**src/rtl/instr_fetch.sv**
```systemverilog
// Instruction fetch stage: PC/next-PC pair with branch-delay-slot semantics, one Avalon word read per instruction.
// Optional misaligned-fetch trap is compiled in with `define IFETCH_ALIGN_CHECK_EN.
module instr_fetch #(
  parameter logic [31:0] RESET_VECTOR = 32'hBFC00000
) (
  input  logic        clk,
  input  logic        reset,
  output logic [31:0] address,
  output logic        read,
  input  logic        waitrequest,
  input  logic [31:0] readdata,
  input  logic        stall_in,
  input  logic        redirect_valid,
  input  logic [31:0] redirect_target,
  output logic        instr_valid,
  output logic [31:0] instr,
  output logic [31:0] instr_pc,
  output logic [5:0]  op,
  output logic [5:0]  funct,
  output logic [4:0]  dest,
  output logic        active,
  output logic        fault,
  output logic [2:0]  state_dbg
);

  // Handshakes: a read is accepted in a cycle where read=1 and waitrequest=0, and
  // readdata is valid exactly one cycle later; an instruction is consumed in a
  // cycle where instr_valid=1 and stall_in=0, and nothing else counts as a transfer.

  localparam logic [2:0] S_FETCH     = 3'd0;
  localparam logic [2:0] S_WAIT_DATA = 3'd1;
  localparam logic [2:0] S_ISSUE     = 3'd2;
  localparam logic [2:0] S_HALTED    = 3'd3;
`ifdef IFETCH_ALIGN_CHECK_EN
  localparam logic [2:0] S_FAULT     = 3'd4;
`endif

  logic [2:0]  state;
  logic [2:0]  state_next;
  logic [31:0] pc;
  logic [31:0] npc;
  logic        consume;

  assign consume   = (state == S_ISSUE) && !stall_in;
  assign state_dbg = state;

  always_ff @(posedge clk) begin
    if (reset) begin
      state <= S_FETCH;
    end else begin
      state <= state_next;
    end
  end

  always_comb begin
    state_next = state;
    case (state)
      S_FETCH: begin
        if (!waitrequest) state_next = S_WAIT_DATA;
      end
      S_WAIT_DATA: begin
        state_next = S_ISSUE;
      end
      S_ISSUE: begin
        // npc becomes the new pc on consume; halt at address 0 outranks the alignment trap
        if (!stall_in) begin
          if (npc == 32'd0) begin
            state_next = S_HALTED;
`ifdef IFETCH_ALIGN_CHECK_EN
          end else if (npc[1:0] != 2'b00) begin
            state_next = S_FAULT;
`endif
          end else begin
            state_next = S_FETCH;
          end
        end
      end
      S_HALTED: begin
        state_next = S_HALTED;
      end
`ifdef IFETCH_ALIGN_CHECK_EN
      S_FAULT: begin
        state_next = S_FAULT;
      end
`endif
      default: begin
        state_next = S_FETCH;
      end
    endcase
  end

  always_comb begin
    read        = 1'b0;
    active      = 1'b0;
    instr_valid = 1'b0;
`ifdef IFETCH_ALIGN_CHECK_EN
    fault       = 1'b0;
`endif
    if (!reset) begin
      case (state)
        S_FETCH: begin
          read   = 1'b1;
          active = 1'b1;
        end
        S_WAIT_DATA: begin
          active = 1'b1;
        end
        S_ISSUE: begin
          active      = 1'b1;
          instr_valid = 1'b1;
        end
`ifdef IFETCH_ALIGN_CHECK_EN
        S_FAULT: begin
          fault = 1'b1;
        end
`endif
        default: begin
          read = 1'b0;
        end
      endcase
    end
  end

`ifdef IFETCH_ALIGN_CHECK_EN
  assign address = pc;
`else
  assign address = {pc[31:2], 2'b00};
  assign fault   = 1'b0;
`endif

  // Redirects land in npc only, so the delay-slot instruction at the old npc always issues first
  always_ff @(posedge clk) begin
    if (reset) begin
      pc       <= RESET_VECTOR;
      npc      <= RESET_VECTOR + 32'd4;
      instr    <= 32'd0;
      instr_pc <= 32'd0;
    end else begin
      if (state == S_WAIT_DATA) begin
        instr    <= readdata;
        instr_pc <= pc;
      end
      if (consume) begin
        pc  <= npc;
        npc <= redirect_valid ? redirect_target : npc + 32'd4;
      end
    end
  end

  assign op    = instr[31:26];
  assign funct = instr[5:0];
  assign dest  = instr[20:16];

endmodule

```
**config.mk**
```make
export PLATFORM = sky130hd
export DESIGN_NAME = instr_fetch
export DESIGN_NICKNAME = d
export VERILOG_FILES = /design/src/rtl/instr_fetch.sv
export SDC_FILE = /design/constraint.sdc
export NUM_CORES = 1
export LEC_CHECK = 0
export ABC_AREA = 1
export BUFFER_PORTS_ARGS = -buffer_cell sky130_fd_sc_hd__buf_4
export CAP_MARGIN = 5
export CORE_MARGIN = 2
export CORE_UTILIZATION = 50
export DETAILED_ROUTE_END_ITERATION = 10
export PLACE_DENSITY = 0.9
export SYNTH_ARGS = -nofsm -noshare
export SYNTH_HDL_FRONTEND = slang
export SYNTH_SLANG_ARGS = --single-unit
```
**constraint.sdc**
```tcl
create_clock -name clk -period 1.6 [get_ports clk]
set_input_delay 0.24 -clock clk [delete_from_list [all_inputs] [get_ports clk]]
set_output_delay 0.24 -clock clk [all_outputs]
set_load 0.01 [all_outputs]
```
==> metrics.md <==
| Metric | Value |
|---|---|
| Initial Util | `50.9%` |
| Max Cap Viol | `0` |
| Final Hold Fails | `0` |
| Crit-path max FO | `6` |
| Number of global-route vias before repair | `5524` |
| Gpl congestion | `1.01` |
| Die height | `114 µm` |
| Largest net degree at the start of global routing | `61` |
| First-pass DRT Iterations | `7` |
| P&R area growth vs syn | `34.1%` |
| Die Wd | `114 µm` |
| IO Pins | `189` |
| Int Pwr | `7.31 mW` |
| Clock transition at path regs | `60 ps` |
| Post-route cell area | `8120 µm²` |
| Reg power frac | `38.0%` |
| PortBufs | `184` |
| Post-Syn Instances | `852` |
| Post-layout util | `68.2%` |
| CTS tree | `done` |
| Share of cells above drive strength 1 | `28.0%` |
| Combinational power share | `17.3%` |
| Worst path required time | `1890 ps` |
| #FFs+latches synth | `130` |
| Initial antenna violation count | `0` |
| Reg2Reg Depth | `10` |
| Worst Hold Depth | `3` |
| Post-layout net count | `1065` |
| Worst-skew pair later-pin latency | `420 ps` |
| Hold-fix buffers, CTS | `0` |
| Fmax | `643 MHz` |
| Power Dens Cells | `1210 nW/µm²` |
| CP startpoint kind | `flop` |
| Most frequent cells in the layout | `buf_4 (207), nor2_1 (149), dfxtp_1 (122)` |
| Postcts setup bufs | `0` |
| Reg area | `2620 µm²` |
| DRT Wirelength | `17.5 mm` |
| Most common cell after layout, fill and taps aside | `buf_4` |
| Total number of vias | `6156` |
| Setup Skew | `15.2 ps` |
| Final setup viols | `0` |
| RSZ-0062 raised after global routing | `true` |
| Multi-input logic area | `2670 µm²` |
| Crit share post-route | `97.2%` |
| CTS sink cnt | `130` |
| Top post-synthesis cells by area | `dfxtp_1 (43%), nor2_1 (9.5%), o21ai_0 (7.8%)` |
| Status | `finished clean` |
| Cts repair resizes | `0` |
| Top-area cell type share of the netlist area | `43.0%` |
| Total grt overflow | `0` |
| Clock period minus worst slack | `1550 ps` |
| Pins Over Slew Limit | `0` |
| DRT iter0 DRCs | `508` |
| Worst IR Drop VDD | `0.902 mV` |
| P_sw | `2.55 mW` |
| Row count | `40` |
| Worst hold-check path type | `input port to flop` |
| WL/cell | `15.2 µm` |
| Synth Cell Area | `6060 µm²` |
| Critical path arrival | `1850 ps` |
| Max Root-Sink Buffers | `2` |
| Via density | `5.34` |
| Syn Area/Cell | `7.11 µm²` |
| Antenna Diode Count | `0` |
| CP endpoint kind | `flop` |
| CTS root buf | `clkbuf_16` |
| Yosys cell types | `34` |
| First-pass GRT wire length | `26.8 mm` |
| Die footprint | `13000 µm²` |
| Area after DPL | `7370 µm²` |
| Syn. warnings | `0` |
| WS Path Type | `flop to flop` |
| Sw Ratio | `25.9%` |
| Clock power frac | `44.7%` |
| H-tree depth | `4` |
| Leading area contributor after synthesis | `dfxtp_1` |
| Pleak | `3.80 nW` |
| Antenna viol nets, final | `0` |
| # DRC | `0` |
| Post-DP HPWL | `12.4 mm` |
| CTS Buf Count | `17` |
| Core ar. | `11900 µm²` |
| Number of fill cells | `999` |
| GRT Util Overall | `25.9%` |
| Post-synthesis sequential area ratio | `43.0%` |
[through the flow]
| step | setup WS, ps | setup TNS [ps] | power [mW] | std cells | hold slack, ps |
|---|---|---|---|---|---|
| finish | 45.3 | 0 | 9.86 | 1152 | 49.0 |
| global placement | 82.5 | 0 | 5.45 | 1122 | 434 |
| detailed placement | 29.7 | 0 | 5.49 | 1122 | 440 |
| global route | -77.9 | -333 | 10.2 | 1152 | 44.9 |
| floorplan | 127 | 0 | 4.71 | 855 | 375 |
| CTS | 24.9 | 0 | 9.89 | 1152 | 41.1 |
[critical path, cell delays in order (launching register included)]
cell and delay [ps]:
dfxtp_1 430, nand2_1 120, nor2_1 170, inv_1 120, nor2_4 180, buf_6 120
nand3_1 70, nand2_1 70, nand2_1 50, nand2_1 50, a21oi_1 60
[state kept, by name, indices dropped and copies added (netlist names)]
name       flops
pc            32
state_dbg      2
instr_pc      32
instr         32
npc           32
[layout make-up]
type / count / area share, %
clock inverters: 12 / 2.82
well taps: 147 / 2.26
clock buffers: 18 / 5.41
repair buffers: 216 / 21.0
multi-input cells: 555 / 32.9
inverters: 74 / 3.42
flip-flops and latches: 130 / 32.2
[layer usage]
metal	vias up	wire length (µm)	global-route usage, %
li1	3020	-	-
met1	2792	7310	32.0
met2	294	8270	43.7
met3	50	1350	5.93
met4	0	544	10.5
met5	-	0	0
[power groups by stage]
stage	combinational [mW]	clock (mW)	sequential, mW
finish	1.71	4.41	3.75
global route	1.87	4.60	3.78
CTS	1.70	4.44	3.74
detailed placement	1.68	0	3.81
global placement	1.65	0	3.80
floorplan	0.829	0	3.89
[cells in the mapped netlist, drive strengths merged]
library cell,number
a211oi,5
a21oi,67
a22o,1
a311oi,1
a31oi,8
and3,1
buf,68
clkbuf,28
conb,1
dfxtp,130
ha,2
inv,74
nand2,122
nand3,43
nand3b,1
nand4,13
nor2,162
nor3,7
nor3b,1
o211ai,12
o21ai,97
o221a,1
o22ai,1
or2,1
xor2,5
[worst paths after layout]
| check | slack [ps] | startpoint | endpoint |
|---|---|---|---|
| setup / recovery | 50 | npc[12] | npc[20] |
| hold / removal | 50 | readdata[16] | instr[16] |
| setup reg to reg | 50 | npc[12] | npc[20] |
| hold reg to reg | 450 | pc[0] | instr_pc[0] |
[logic make-up (layout without fill, tap and decap cells)]
logic type,Yosys count,after routing,share of synthesized area (%)
AND/OR/NAND/NOR,351,351,24.6
AO/OA/AOI/OAI,193,193,17.1
buffers and inverters,170,320,14.2
flip-flops,130,130,43.0
XOR/XNOR,5,5,0.723
adder cells (fa/ha/maj),2,2,0.413
other,1,4,0.0619
No activity file was read; power rests on OpenSTA's default activity.
